`config.mk`:
```
export PLATFORM = sky130hd
export DESIGN_NAME = turn_executor_flat
export DESIGN_NICKNAME = d
export VERILOG_FILES = /design/src/rtl/car_pkg.sv /design/src/rtl/turn_executor_if.sv /design/src/rtl/rise_detect.sv /design/src/rtl/turn_executor.sv /design/src/flat_wrapper.sv
export SDC_FILE = /design/constraint.sdc
export NUM_CORES = 1
export LEC_CHECK = 0
export ABC_AREA = 1
export CORE_AREA = 2 2 71 56
export CTS_BUF_LIST = sky130_fd_sc_hd__clkbuf_4
export CTS_CLUSTER_SIZE = 24
export DETAILED_ROUTE_END_ITERATION = 10
export DIE_AREA = 0 0 73 58
export PLACE_DENSITY = 0.73
export SYNTH_ARGS = -nofsm -noshare
export SYNTH_HDL_FRONTEND = slang
export SYNTH_HIERARCHICAL = 1
export SYNTH_SLANG_ARGS = --single-unit
```
`constraint.sdc`:
```
create_clock -name clk -period 2 [get_ports clk]
set_input_delay 0.4 -clock clk [delete_from_list [all_inputs] [get_ports clk]]
set_output_delay 0.4 -clock clk [all_outputs]
set_load 0.005 [all_outputs]
```
`src/rtl/car_pkg.sv`:
```
// Shared types and defaults for the semi-auto car turn path.
package car_pkg;

  typedef enum logic [1:0] {
    IDLE   = 2'd0,
    TURN   = 2'd1,
    SETTLE = 2'd2
  } state_t;

  typedef enum logic [1:0] {
    KIND_L = 2'd0,
    KIND_R = 2'd1,
    KIND_B = 2'd2
  } turn_kind_t;

  localparam logic [1:0] HEAD_N = 2'd0;
  localparam logic [1:0] HEAD_E = 2'd1;
  localparam logic [1:0] HEAD_S = 2'd2;
  localparam logic [1:0] HEAD_W = 2'd3;

  localparam int unsigned DEF_TURN_CYCLES   = 450;
  localparam int unsigned DEF_SETTLE_CYCLES = 25;

endpackage

```
`src/rtl/turn_executor_if.sv`:
```
// Command-stage <-> turn executor signal bundle.
interface turn_executor_if;
  logic       enable;
  logic       trigger_turn_left;
  logic       trigger_turn_right;
  logic       trigger_turn_back;
  logic       move_forward_req;
  logic       turn_left;
  logic       turn_right;
  logic       move_forward;
  logic       is_turning;
  logic [1:0] heading;

  modport master (
    output enable, trigger_turn_left, trigger_turn_right, trigger_turn_back,
           move_forward_req,
    input  turn_left, turn_right, move_forward, is_turning, heading
  );

  modport slave (
    input  enable, trigger_turn_left, trigger_turn_right, trigger_turn_back,
           move_forward_req,
    output turn_left, turn_right, move_forward, is_turning, heading
  );
endinterface

```
`src/rtl/rise_detect.sv`:
```
// Registered rising-edge detector: rise is high while trigger is high and
// was low on the previous clock.
module rise_detect (
  input  logic clk,
  input  logic rst_n,
  input  logic trigger,
  output logic rise
);

  logic prev;

  // Remember last cycle's trigger level, every cycle.
  always_ff @(posedge clk or negedge rst_n) begin
    if (!rst_n) prev <= 1'b0;
    else        prev <= trigger;
  end

  assign rise = trigger & ~prev;

endmodule

```
`src/rtl/turn_executor.sv`:
```
// Converts trigger edges into timed turn windows, tracks heading and gates
// forward motion while a turn or its settle period is in progress.
module turn_executor
  import car_pkg::*;
#(
  parameter  int unsigned TURN_CYCLES   = DEF_TURN_CYCLES,
  parameter  int unsigned SETTLE_CYCLES = DEF_SETTLE_CYCLES,
  localparam int unsigned CNT_W         = $clog2(2*TURN_CYCLES+1)
) (
  input logic            clk,
  input logic            rst_n,
  turn_executor_if.slave bus
);

  localparam logic [CNT_W-1:0] LAST_SINGLE = CNT_W'(TURN_CYCLES - 1);
  localparam logic [CNT_W-1:0] LAST_BACK   = CNT_W'(2*TURN_CYCLES - 1);
  localparam logic [CNT_W-1:0] LAST_SETTLE = CNT_W'(SETTLE_CYCLES - 1);

  logic             rise_l, rise_r, rise_b, any_rise;
  state_t           state;
  turn_kind_t       kind;
  logic [CNT_W-1:0] cnt;
  logic [CNT_W-1:0] turn_last;
  logic             turn_left_q, turn_right_q, move_fwd_q, is_turning_q;
  logic [1:0]       heading_q;

  rise_detect u_rise_left  (.clk(clk), .rst_n(rst_n), .trigger(bus.trigger_turn_left),  .rise(rise_l));
  rise_detect u_rise_right (.clk(clk), .rst_n(rst_n), .trigger(bus.trigger_turn_right), .rise(rise_r));
  rise_detect u_rise_back  (.clk(clk), .rst_n(rst_n), .trigger(bus.trigger_turn_back),  .rise(rise_b));

  assign any_rise  = rise_l | rise_r | rise_b;
  assign turn_last = (kind == KIND_B) ? LAST_BACK : LAST_SINGLE;

  // Turn FSM, shared cycle counter, heading and forward gating.
  always_ff @(posedge clk or negedge rst_n) begin
    if (!rst_n) begin
      state        <= IDLE;
      kind         <= KIND_L;
      cnt          <= '0;
      turn_left_q  <= 1'b0;
      turn_right_q <= 1'b0;
      move_fwd_q   <= 1'b0;
      is_turning_q <= 1'b0;
      heading_q    <= HEAD_N;
    end else if (!bus.enable) begin
      // Abort without touching heading: an unfinished turn never counts.
      state        <= IDLE;
      cnt          <= '0;
      turn_left_q  <= 1'b0;
      turn_right_q <= 1'b0;
      move_fwd_q   <= 1'b0;
      is_turning_q <= 1'b0;
    end else begin
      move_fwd_q <= bus.move_forward_req & (state == IDLE) & ~any_rise;
      case (state)
        IDLE: begin
          if (any_rise) begin
            state        <= TURN;
            cnt          <= '0;
            is_turning_q <= 1'b1;
            if (rise_b) begin
              kind         <= KIND_B;
              turn_right_q <= 1'b1;
            end else if (rise_l) begin
              kind        <= KIND_L;
              turn_left_q <= 1'b1;
            end else begin
              kind         <= KIND_R;
              turn_right_q <= 1'b1;
            end
          end
        end
        TURN: begin
          if (cnt == turn_last) begin
            state        <= SETTLE;
            cnt          <= '0;
            turn_left_q  <= 1'b0;
            turn_right_q <= 1'b0;
            case (kind)
              KIND_L:  heading_q <= heading_q - 2'd1;
              KIND_R:  heading_q <= heading_q + 2'd1;
              default: heading_q <= heading_q + 2'd2;
            endcase
          end else begin
            cnt <= cnt + 1'b1;
          end
        end
        SETTLE: begin
          if (cnt == LAST_SETTLE) begin
            state        <= IDLE;
            cnt          <= '0;
            is_turning_q <= 1'b0;
          end else begin
            cnt <= cnt + 1'b1;
          end
        end
        default: state <= IDLE;
      endcase
    end
  end

  // Both actuation lines high at once would steer the car two ways.
  always_ff @(posedge clk) begin
    if (rst_n) assert (!(turn_left_q && turn_right_q));
  end

  assign bus.turn_left    = turn_left_q;
  assign bus.turn_right   = turn_right_q;
  assign bus.move_forward = move_fwd_q;
  assign bus.is_turning   = is_turning_q;
  assign bus.heading      = heading_q;

endmodule

```
`src/flat_wrapper.sv`:
```
// flat-port wrapper written by rule: the top's interface ports become plain ports
module turn_executor_flat import car_pkg::*;
#(
  parameter  int unsigned TURN_CYCLES   = DEF_TURN_CYCLES,
  parameter  int unsigned SETTLE_CYCLES = DEF_SETTLE_CYCLES,
  localparam int unsigned CNT_W         = $clog2(2*TURN_CYCLES+1)
)
  (clk, rst_n, bus_enable, bus_trigger_turn_left, bus_trigger_turn_right, bus_trigger_turn_back, bus_move_forward_req, bus_turn_left, bus_turn_right, bus_move_forward, bus_is_turning, bus_heading);
  turn_executor_if bus_i ();
  input logic clk;
  input logic rst_n;
  input wire logic [$bits(bus_i.enable)-1:0] bus_enable;
  input wire logic [$bits(bus_i.trigger_turn_left)-1:0] bus_trigger_turn_left;
  input wire logic [$bits(bus_i.trigger_turn_right)-1:0] bus_trigger_turn_right;
  input wire logic [$bits(bus_i.trigger_turn_back)-1:0] bus_trigger_turn_back;
  input wire logic [$bits(bus_i.move_forward_req)-1:0] bus_move_forward_req;
  output wire logic [$bits(bus_i.turn_left)-1:0] bus_turn_left;
  output wire logic [$bits(bus_i.turn_right)-1:0] bus_turn_right;
  output wire logic [$bits(bus_i.move_forward)-1:0] bus_move_forward;
  output wire logic [$bits(bus_i.is_turning)-1:0] bus_is_turning;
  output wire logic [$bits(bus_i.heading)-1:0] bus_heading;
  assign bus_i.enable = bus_enable;
  assign bus_i.trigger_turn_left = bus_trigger_turn_left;
  assign bus_i.trigger_turn_right = bus_trigger_turn_right;
  assign bus_i.trigger_turn_back = bus_trigger_turn_back;
  assign bus_i.move_forward_req = bus_move_forward_req;
  assign bus_turn_left = bus_i.turn_left;
  assign bus_turn_right = bus_i.turn_right;
  assign bus_move_forward = bus_i.move_forward;
  assign bus_is_turning = bus_i.is_turning;
  assign bus_heading = bus_i.heading;
  turn_executor #(.TURN_CYCLES(TURN_CYCLES), .SETTLE_CYCLES(SETTLE_CYCLES)) u_core (.clk(clk), .rst_n(rst_n), .bus(bus_i));
endmodule
```
Word level (Yosys, flattened, before mapping):

Cells that the tools add are included.

* add/subtract/negate cells: 4
* eq/ne operators: 15
* muxes and demuxes: 30
* bitwise logic cells: 11
* reductions and logical operators: 9

Operator list (number)
* 2-to-1 mux 10 bit: 5
* case mux 10 bit (3 select lines): 1
* 2-to-1 mux 1 bit: 14
* != test 3 x 2 -> 1 bit, second input constant: 4
* AND reduction 3 bit: 4
* adder 10 x 1 -> 10 bit, second input constant: 1
* == test 10 bit: 1
* == test 10 x 5 -> 1 bit, second input constant: 1
* 2-to-1 mux 2 bit: 5
* != test 3 x 1 -> 1 bit, second input constant: 2
* case mux 1 bit (2 select lines): 3
* case mux 2 bit (3 select lines): 1
* bitwise AND 1 bit: 5
* AND reduction 5 bit: 1
* == test 2 x 1 -> 1 bit, second input constant: 2
* == test 2 bit, second input constant: 2
* logical NOT 2 bit: 2
* != test 4 x 1 -> 1 bit, second input constant: 1
* != test 4 bit, second input constant: 1
* NOT 1 bit: 4
* case mux 2 bit (2 select lines): 1
* AND reduction 4 bit: 1
* != test 3 bit, second input constant: 1
* adder 2 x 1 -> 2 bit, second input constant: 1
* other kinds (4): 5

* register bits: 23
* input port bits: 7
* output and inout port bits: 6
* logic and storage cells: 80

Depth between registers and ports, before layout:

Gate-level depths: netlist (run 1).

* depth in word-level cells: 7
* depth in mapped cells: 10
* mapped depth without buffers: 10

By module:

The synthesis (run 1) kept the hierarchy.

Modules (own cells, without submodules)
* turn_executor: times used 1, cells an instance 193, area an instance 1453.9 um2, sequential area each 500.5 um2
* rise_detect: times used 3, cells an instance 3, area an instance 35.0 um2, sequential area each 25.0 um2

Worst setup path before layout (run 1):

No wires, ideal clock.

* kind: flip-flop to flip-flop
* start: register u_core.state[0]
* end: register u_core.cnt[9]
* setup time: 0.122 ns
* arrival time: 1.250 ns
* data required time: 1.878 ns
* path slack: 0.628 ns
* stages on the path, launching flop included: 9
* path buffers: 0
* clock period less this slack: 1.372 ns
* cell sequence: dfrtp_1 -> inv_1 -> ha_1 -> nor2_1 -> nand2_1 -> nand2_4 -> nor2_2 -> a21oi_1 -> a21oi_2

* longest elaborated chain between the ends: 3
* elaborated cells between the ends (all ways): 8
* those cells by class: eq/ne: 4; mux: 2; reduce/logical: 2

Ends and longest elaborated chain
* from (decl): RTL line turn_executor.sv:20 `state_t state;`
* from (signal assigned): RTL line turn_executor.sv:37 `state <= IDLE;`
* from (signal assigned): RTL line turn_executor.sv:47 `state <= IDLE;`
* from (signal assigned): RTL line turn_executor.sv:58 `state <= TURN;`
* == test 2 bit (tied with other cells): RTL line turn_executor.sv:55 `case (state)`
* case mux 10 bit (3 select lines) (tied with other cells): RTL line turn_executor.sv:55
* 2-to-1 mux 10 bit / AND reduction 2 bit (equally long branches)
* to (signal assigned): RTL line turn_executor.sv:85 `cnt <= cnt + 1'b1;`
* to (signal assigned): RTL line turn_executor.sv:94 `cnt <= cnt + 1'b1;`
* to (decl): RTL line turn_executor.sv:22 `logic [CNT_W-1:0] cnt;`

Several ways; a longest one is shown, not always the timed one.
A chain may end at the register's enable or synchronous reset.

Final worst setup path (run 1):

* start: register u_core.heading_q[0], in the netlist u_core/bus.heading[0]
* end: output bus_heading[0]

RTL lines
* from (decl): RTL line turn_executor.sv:25 `logic [1:0] heading_q;`
* from (signal assigned): RTL line turn_executor.sv:80 `KIND_L: heading_q <= heading_q - 2'd1;`
* from (signal assigned): RTL line turn_executor.sv:81 `KIND_R: heading_q <= heading_q + 2'd1;`
* from (signal assigned): RTL line turn_executor.sv:82 `default: heading_q <= heading_q + 2'd2;`
* to (decl): RTL line flat_wrapper.sv:21 `output wire logic [$bits(bus_i.heading)-1:0] bus_heading;`

No word-level cell between the ends.

==> flow_summary_export.csv, run 1 <==
group,metric,value,unit
synthesis,syn_area_per_cell,7.72,um2
grt,use_met1,0.248,
sta,finClkSkew,0.00533,ns
grt,grt_max_degree,24,
synthesis,postSynthCellCount,202,
clocking,cts.htree.levels,1,
clocking,cts_buffers,3,
clocking,cts_sinks,23,
placement,globalplace.congestion,0.854,
sta,worst_pin_slew,0.424,ns
sta,fmax,602,MHz
final_layout,drive_gt1_frac,0.206,
setup_path,slowest_delay,0.52,ns
setup_path,crit_family,"buffers and inverters",
synthesis,syn_area,1560,um2
grt,grt_pass1_wl,5.20,mm
synthesis,synth_edf_count,0,
grt,gr-usage-met2,0.227,
sta,fin_setup_tns,0,ns
die,start_util,0.440,
synthesis,synth-warning-count,6,
setup_path,cp_num_buf_inv,1,
setup_path,crit_cells,1,
setup_path,critPathMaxFanout,5,
synthesis,synth_cell_types,26,
final_layout,postLayoutCellArea,1760,um2
pwr,combinationalPowerShare,0.469,
setup_path,end_kind,"output pin",
routing,drc_errors,0,
setup_path,cp.required,1.60,ns
placement,place_area,1730,um2
pwr,peakVddDrop,0.619,mV
sta,rsz0062_at_grt,"no",
pwr,swShare,0.423,
pwr,power,1.57,mW
sta,layout_worst_path_cycle_share,0.830,
clocking,cts_tree,"yes",
synthesis,synth_area_leaders,"dfrtp_1, nand2_1, inv_1, ha_1, nand2_4",
synthesis,synth_top_cell_area_share,0.369,
clocking,cts_resized,0,
routing,num_vias,1244,
sta,slew_viol_final,0,
synthesis,async_reset_ff_frac,1.00,
sta,slew-limit-headroom,0.717,
final_layout,nNetsFinal,232,
sta,setup_violations,0,
setup_path,cp.arrival,1.26,ns
run,cap_viol_max_count,0,
clocking,clk_latency,0.31,ns
routing,antenna_violating_nets_post_route,0,
setup_path,r2r_setup_slack,0.40,ns
clocking,cts_hold_buf,0,
pwr,clockPowerShare,0.150,
clocking,cts_setup_buffers,0,
grt,gr-usage-all-layers,0.157,
setup_path,start_kind,"register",
pwr,power.internal,0.909,mW
grt,grt-busiest-layer,"met1",
pwr,power_switching,0.665,mW
clocking,clockBufferDepth,2,
placement,placed_cells,256,
final_layout,final_cells,260,
routing,drt_iter0_drc,62,
sta,fin_crit,1.66,ns
setup_path,worstRegToRegCells,9,
setup_path,critPathKind,"reg -> out",
synthesis,yosysMostFrequentCell,"nand2_1",
setup_path,cp_slowest_cell,"clkdlybuf4s50_1",
die,die_width,73,um
clocking,cts-root-buf,"clkbuf_4",
placement,io_buffers,12,
pwr,p_seq_frac,0.380,
sta,hold_viol_final,0,
final_layout,diodes,0,
die,die_h,58,um
synthesis,ys_seq_area_frac,0.369,
grt,grt-ovfl-total,0,
pwr,p_leak,0.902,nW
grt,grt_util_met3,0.0365,
pwr,powerDensity,893,nW/um2
die,rows,19,
routing,firstDrtPassIters,4,
setup_path,path_cells,"clkdlybuf4s50_1",
synthesis,ys_seq_elements,23,
die,die_area,4230,um2
routing,wl_per_cell,11.4,um
die,core_area,3540,um2
routing,routed_wl,2.96,mm
grt,grt_pass1_vias,1141,
sta,fin_ws,0.339,ns
placement,dp_slack,0.0164,ns
outcome,status,"finished, final reports clean",
synthesis,synth_ff_type,"dfrtp_1",
clocking,clkTransAtPathRegs,0.13,ns
synthesis,synthTopCellsByCount,"nand2_1, inv_1, dfrtp_1",
worst_hold_path,min_path_type,"in -> async",
grt,antenna_found_initial,0,
placement,dpl.hpwl,2.26,mm
die,boundaryPins,13,
synthesis,yosys.area.top_type,"dfrtp_1",
routing,viasPerCell,4.78,
synthesis,syn-num-nets,215,
final_layout,area_delta_synth_final,13.0,%
-- layout make-up --
| type | instances | area [um2] |
|---|---|---|
| inverter | 40 | 150 |
| tap | 42 | 52.6 |
| timing repair buffer | 13 | 128 |
| sequential | 23 | 576 |
| fill | 342 | 1780 |
| clock buffer | 4 | 30.0 |
| multi-input combinational | 138 | 826 |
-- path summary, 6_finish.rpt --
kind	startpoint	to
worst max-delay path	u_core/bus.heading[0]	bus_heading[0]
worst min-delay path	rst_n	u_core/cnt[0]
worst max register to register	u_core/state[1]	u_core/bus.turn_right
worst min register to register	u_core/bus.heading[1]	u_core/bus.heading[1]
max in group asynchronous	rst_n	u_core/kind[1]
min in group clk	u_core/bus.heading[1]	u_core/bus.heading[1]
-- logic make-up after synthesis --
group / synth area share
XOR/XNOR: 0.0161
adder cells (fa/ha/maj): 0.0482
buffers and inverters: 0.101
AND/OR/NAND/NOR: 0.368
AO/OA/AOI/OAI: 0.0979
flip-flops: 0.369
-- cells in the final DEF, fill, tap and decap left out --
cell type,Yosys,final
clkdlybuf4s50_1,0,12
dfrtp_1,23,23
nor2_4,3,3
nor2_1,12,12
nand3_2,5,5
nand2_4,5,5
inv_2,8,8
nand4_1,5,5
a31oi_1,2,2
o21ai_1,9,9
xor2_1,1,1
a21oi_2,1,1
clkinv_1,2,2
clkbuf_4,0,4
nor2_2,7,7
o21ai_0,5,5
xnor2_2,1,1
a21oi_1,9,9
o21ai_2,1,1
nand2_2,5,5
ha_1,6,6
buf_4,1,1
inv_1,30,30
nor3_2,1,1
a21o_1,1,1
nand3_1,7,7
nand3_4,3,3
nand2_1,49,49
-- power by group through the flow --
| stage | clock network (mW) | logic (mW) | registers, mW |
|---|---|---|---|
| after floorplan | 0 | 0.545 | 0.600 |
| after global placement | 0 | 0.736 | 0.607 |
| after detailed placement | 0 | 0.741 | 0.609 |
| after CTS | 0.249 | 0.744 | 0.599 |
| after global routing | 0.264 | 0.840 | 0.611 |
| final | 0.237 | 0.739 | 0.599 |
-- layer usage --
layer | vias to the layer above | share of wire
li1 | 663 | -
met1 | 552 | 0.53
met2 | 27 | 0.43
met3 | 2 | 0.039
met4 | 0 | 0.0034
met5 | - | 0
-- state kept, by name (all words and copies together) (netlist names) --
signal	count
u_core/u_rise_left/prev	1
u_core/u_rise_back/prev	1
u_core/u_rise_right/prev	1
u_core/bus.heading	2
u_core/bus.is_turning	1
u_core/bus.move_forward	1
u_core/state	2
u_core/bus.turn_left	1
u_core/bus.turn_right	1
u_core/kind	2
u_core/cnt	10
-- metrics by stage --
| stage | hold slack [ns] | utilization |
|---|---|---|
| 3_3_place_gp | 0.474 | 0.489 |
| 5_1_grt | 0.460 | 0.497 |
| 3_5_place_dp | 0.481 | 0.489 |
| 2_1_floorplan | 0.104 | - |
| 4_1_cts | 0.426 | 0.497 |
| 6_report | 0.418 | 0.497 |
(Power assumes the default switching activity.)
==> run 2, diff against run 1 <==
==> constraint.sdc (replaced) <==
create_clock -name clk -period 1.58 [get_ports clk]
set_input_delay 0.316 -clock clk [delete_from_list [all_inputs] [get_ports clk]]
set_output_delay 0.316 -clock clk [all_outputs]
set_load 0.005 [all_outputs]
==> flow_summary_export.csv, run 2 (synthesis results as in run 1) <==
group,metric,value,unit
placement,placed_cells,269,
die,start_util,0.440,
setup_path,cp.required,1.26,ns
final_layout,fin_util,0.543,
routing,viasPerCell,4.73,
routing,antenna_violating_nets_post_route,0,
outcome,status,"finished, final reports clean",
sta,rsz0062_at_grt,"yes",
sta,timing.hold.ws,0.343,ns
setup_path,cp_slowest_cell,"clkdlybuf4s50_1",
final_layout,postLayoutCellArea,1920,um2
setup_path,critPathMaxFanout,2,
final_layout,regMostFlops,"u_core/cnt",
setup_path,start_kind,"register",
grt,antenna_found_initial,0,
pwr,power,2.18,mW
sta,setup_violations,0,
placement,globalplace.congestion,0.821,
clocking,clkTransAtPathRegs,0.13,ns
pwr,combinationalPowerShare,0.525,
pwr,powerDensity,1140,nW/um2
pwr,power.internal,1.29,mW
clocking,clockBufferDepth,2,
die,die_h,58,um
final_layout,n_fill_cell,323,
final_layout,diodes,0,
die,die_width,73,um
placement,dpl.hpwl,2.43,mm
sta,fin_crit,1.51,ns
setup_path,path_cells,"clkdlybuf4s50_1",
grt,grt-ovfl-total,0,
setup_path,cp.arrival,1.19,ns
clocking,cts_hold_buf,0,
sta,fin_ws,0.0722,ns
setup_path,r2r_end,"u_core/bus.turn_right",
routing,firstDrtPassIters,4,
routing,drc_errors,0,
sta,finClkSkew,0.00694,ns
final_layout,drive_gt1_frac,0.282,
routing,num_vias,1305,
final_layout,final_common_cell,"nand2_1",
clocking,cts.htree.levels,1,
sta,fin_setup_tns,0,ns
setup_path,crit_family,"buffers and inverters",
grt,grt_pass1_wl,5.50,mm
grt,grt_max_degree,24,
run,cap_viol_max_count,0,
pwr,p_seq_frac,0.342,
routing,routed_wl,3.19,mm
die,core_area,3540,um2
worst_hold_path,min_path_type,"in -> async",
pwr,peakVddDrop,0.755,mV
clocking,cts_buffers,3,
final_layout,nNetsFinal,248,
setup_path,slowest_delay,0.50,ns
sta,worst_pin_slew,0.302,ns
clocking,clk_latency,0.31,ns
clocking,cts_tree,"yes",
setup_path,end_kind,"output pin",
routing,drt_iter0_drc,56,
final_layout,mostFrequentLayoutCells,"nand2_1, inv_1, dfrtp_1",
sta,slew-limit-headroom,0.799,
final_layout,final_cells,276,
grt,gr-usage-all-layers,0.167,
final_layout,largest_reg_flops,10,
pwr,p_leak,0.989,nW
grt,grt_pass1_vias,1212,
setup_path,cp_num_buf_inv,1,
pwr,clockPowerShare,0.133,
sta,fmax,663,MHz
placement,io_buffers,12,
placement,place_area,1840,um2
die,rows,19,
pwr,power_switching,0.889,mW
placement,dp_slack,-0.137,ns
clocking,cts_sinks,23,
sta,slew_viol_final,0,
sta,layout_worst_path_cycle_share,0.954,
clocking,cts-root-buf,"clkbuf_4",
routing,wl_per_cell,11.6,um
final_layout,area_delta_synth_final,23.4,%
setup_path,worstRegToRegCells,9,
sta,hold_viol_final,0,
die,boundaryPins,13,
setup_path,critPathKind,"reg -> out",
pwr,swShare,0.407,
setup_path,r2r_setup_slack,0.11,ns
die,die_area,4230,um2
setup_path,r2r_start,"u_core/state[1]",
==> run 2: worst max path at each step <==
stage | to | startpoint | cells after the start | slack (ns)
final | bus_is_turning | u_core/bus.is_turning | 1 | 0.07
after global routing | u_core/state[0] | u_core/state[0] | 8 | -0.01
after CTS | bus_heading[0] | u_core/bus.heading[0] | 1 | 0.02
after detailed placement | u_core/cnt[3] | bus_trigger_turn_back | 11 | -0.14
after global placement | u_core/cnt[8] | bus_trigger_turn_left | 11 | -0.13
after floorplan | u_core/cnt[9] | u_core/state[0] | 8 | 0.21
==> run 2: final cells by class <==
class | instances | area (um2) | share of cell area
repair buffers | 29 | 260 | 0.135
clock buffers | 4 | 30.0 | 0.0156
multi-input cells | 138 | 855 | 0.444
flip-flops and latches | 23 | 576 | 0.299
well taps | 42 | 52.6 | 0.0273
inverters | 40 | 150 | 0.0781
==> run 2: power by group through the flow <==
| stage | logic (mW) | registers, mW | clock network (mW) |
|---|---|---|---|
| floorplan | 0.690 | 0.760 | 0 |
| global placement | 1.04 | 0.758 | 0 |
| detailed placement | 1.05 | 0.761 | 0 |
| CTS | 1.05 | 0.748 | 0.301 |
| global route | 1.28 | 0.757 | 0.329 |
| finish | 1.15 | 0.747 | 0.290 |
==> run 2: routing by layer <==
layer  vias up  GRT usage  wire, um
met1       592      0.258      1680
met5         -          0         0
li1        691          -         -
met2        20      0.246      1410
met4         0     0.0238        10
met3         2     0.0365        92
==> run 2: repair_timing <==
action | CTS | global route
endpoints found under the setup margin | 0 | 15
endpoints found under the hold margin | 0 | 0
buffers inserted | 0 | 3
gates resized for setup | 0 | 6
==> run 3, diff against run 2 <==
--- a/config.mk
+++ b/config.mk
@@ -6,12 +6,14 @@
 export NUM_CORES = 1
 export LEC_CHECK = 0
 export ABC_AREA = 1
-export CORE_AREA = 2 2 71 56
+export CELL_PAD_IN_SITES_DETAIL_PLACEMENT = 2
+export CELL_PAD_IN_SITES_GLOBAL_PLACEMENT = 2
+export CORE_AREA = 2 2 81 63
 export CTS_BUF_LIST = sky130_fd_sc_hd__clkbuf_4
 export CTS_CLUSTER_SIZE = 24
 export DETAILED_ROUTE_END_ITERATION = 10
-export DIE_AREA = 0 0 73 58
-export PLACE_DENSITY = 0.73
+export DIE_AREA = 0 0 83 65
+export PLACE_DENSITY = 0.88
 export SYNTH_ARGS = -nofsm -noshare
 export SYNTH_HDL_FRONTEND = slang
 export SYNTH_HIERARCHICAL = 1
==> flow_summary_export.csv, run 3 (synthesis results as in run 1) <==
group,metric,value,unit
sta,slew-limit-headroom,0.757,
grt,antenna_found_initial,0,
sta,setup_violations,0,
sta,finClkSkew,0.0117,ns
worst_hold_path,min_path_type,"in -> async",
routing,firstDrtPassIters,5,
setup_path,path_cells,"clkdlybuf4s50_1 > inv_1 > nor2_2 > inv_1 > nand2_2 > nor2_2 > nand2_4 > nand2_8 > buf_4 > nand2_1 > nand2_1",
die,core_area,4710,um2
setup_path,cp_num_buf_inv,4,
final_layout,final_common_cell,"nand2_1",
routing,wl_per_cell,18.5,um
setup_path,cp.required,1.82,ns
grt,grt-ovfl-total,0,
outcome,status,"finished, final reports clean",
setup_path,critPathMaxFanout,4,
pwr,peakVddDrop,0.670,mV
sta,worst_pin_slew,0.364,ns
die,rows,22,
clocking,clockBufferDepth,2,
sta,fin_crit,1.58,ns
placement,dpl.hpwl,4.05,mm
final_layout,area_delta_synth_final,31.8,%
pwr,p_leak,1.05,nW
clocking,cts.htree.levels,1,
run,cap_viol_max_count,0,
routing,drc_errors,0,
grt,gr-usage-all-layers,0.208,
clocking,cts_buffers,3,
setup_path,r2r_start,"u_core/state[0]",
routing,drt_iter0_drc,57,
sta,hold_viol_final,0,
grt,grt_pass1_wl,8.57,mm
sta,fmax,635,MHz
die,boundaryPins,13,
clocking,cts_hold_buf,0,
setup_path,cp.arrival,1.81,ns
clocking,cts_sinks,23,
die,die_width,83,um
final_layout,diodes,0,
setup_path,crit_family,"buffers and inverters",
setup_path,worstRegToRegCells,8,
final_layout,n_fill_cell,540,
die,die_h,65,um
setup_path,cp_slowest_cell,"clkdlybuf4s50_1",
setup_path,start_kind,"input port",
clocking,clk_latency,0.33,ns
clocking,cts-root-buf,"clkbuf_4",
routing,routed_wl,5.58,mm
sta,layout_worst_path_cycle_share,0.997,
die,die_area,5400,um2
routing,antenna_violating_nets_post_route,0,
pwr,powerDensity,1230,nW/um2
setup_path,r2r_setup_slack,0.03,ns
clocking,clkTransAtPathRegs,0.14,ns
final_layout,drive_gt1_frac,0.353,
final_layout,nNetsFinal,255,
die,start_util,0.331,
setup_path,r2r_end,"u_core/cnt[4]",
routing,viasPerCell,4.98,
final_layout,mostFrequentLayoutCells,"nand2_1, inv_1, dfrtp_1, buf_4",
setup_path,end_kind,"register",
sta,slew_viol_final,0,
routing,num_vias,1498,
placement,globalplace.congestion,0.738,
grt,grt_max_degree,24,
placement,io_buffers,12,
final_layout,final_cells,301,
placement,placed_cells,289,
setup_path,slowest_delay,0.49,ns
final_layout,regMostFlops,"u_core/cnt",
final_layout,largest_reg_flops,10,
grt,grt_pass1_vias,1636,
setup_path,critPathKind,"in -> reg",
sta,fin_setup_tns,0,ns
sta,rsz0062_at_grt,"yes",
clocking,cts_tree,"yes",
==> run 3: worst register-to-register path: stages (launching register included) <==
cell	delay, ns
dfrtp_1	0.46
inv_2	0.11
ha_4	0.31
nor2_2	0.05
nand2_2	0.11
nand2_8	0.09
buf_4	0.15
nand2_1	0.09
nand2_1	0.08
==> run 3: layout make-up <==
class / count / area (um2) / area share
Clock buffer: 4 / 30.0 / 0.0146
Inverter: 40 / 160 / 0.0780
Multi-Input combinational cell: 138 / 908 / 0.442
Sequential cell: 23 / 576 / 0.280
Tap cell: 60 / 75.1 / 0.0365
Timing Repair Buffer: 36 / 305 / 0.149
==> run 3: power by group <==
| part | total [mW] | leakage [nW] | internal [mW] | switching (mW) |
|---|---|---|---|---|
| registers | 0.778 | 0.299 | 0.683 | 0.0944 |
| clock network | 0.314 | 0.0184 | 0.116 | 0.198 |
| logic | 1.43 | 0.734 | 0.595 | 0.832 |
==> run 3: routing by layer <==
metal	vias up	GRT usage	share of wire
li1	705	-	-
met1	770	0.244	0.42
met2	14	0.401	0.54
met3	9	0.0280	0.017
met4	0	0.0512	0.016
met5	-	0	0
==> run 3: worst max-delay path by stage <==
stage                          startpoint               endpoint  cells after the start
detailed placement  bus_trigger_turn_left  u_core/bus.turn_right                     10
global route              u_core/state[0]          u_core/cnt[3]                      6
CTS                       u_core/state[1]  u_core/bus.turn_right                      9
floorplan                 u_core/state[0]          u_core/cnt[9]                      8
global placement    bus_trigger_turn_back  u_core/bus.is_turning                     11
finish              bus_trigger_turn_left          u_core/cnt[4]                     11
==> run 3: stage by stage <==
stage	hold slack [ns]	total power, mW	worst slack [ns]	utilization	area [um2]
floorplan	0.0204	1.45	0.208	-	1560
global placement	0.477	1.81	-0.134	0.397	1870
detailed placement	0.490	1.92	-0.296	0.397	1870
CTS	0.329	2.36	0.00606	0.415	1950
global route	0.331	2.69	-0.0568	0.436	2050
finish	0.324	2.52	0.00483	0.436	2050
==> run 3: what timing repair did <==
action,in CTS,in global routing
pin swaps,0,5
buffers inserted,3,5
hold endpoints to repair,0,0
endpoints found under the setup margin,16,17
resized for setup,9,22
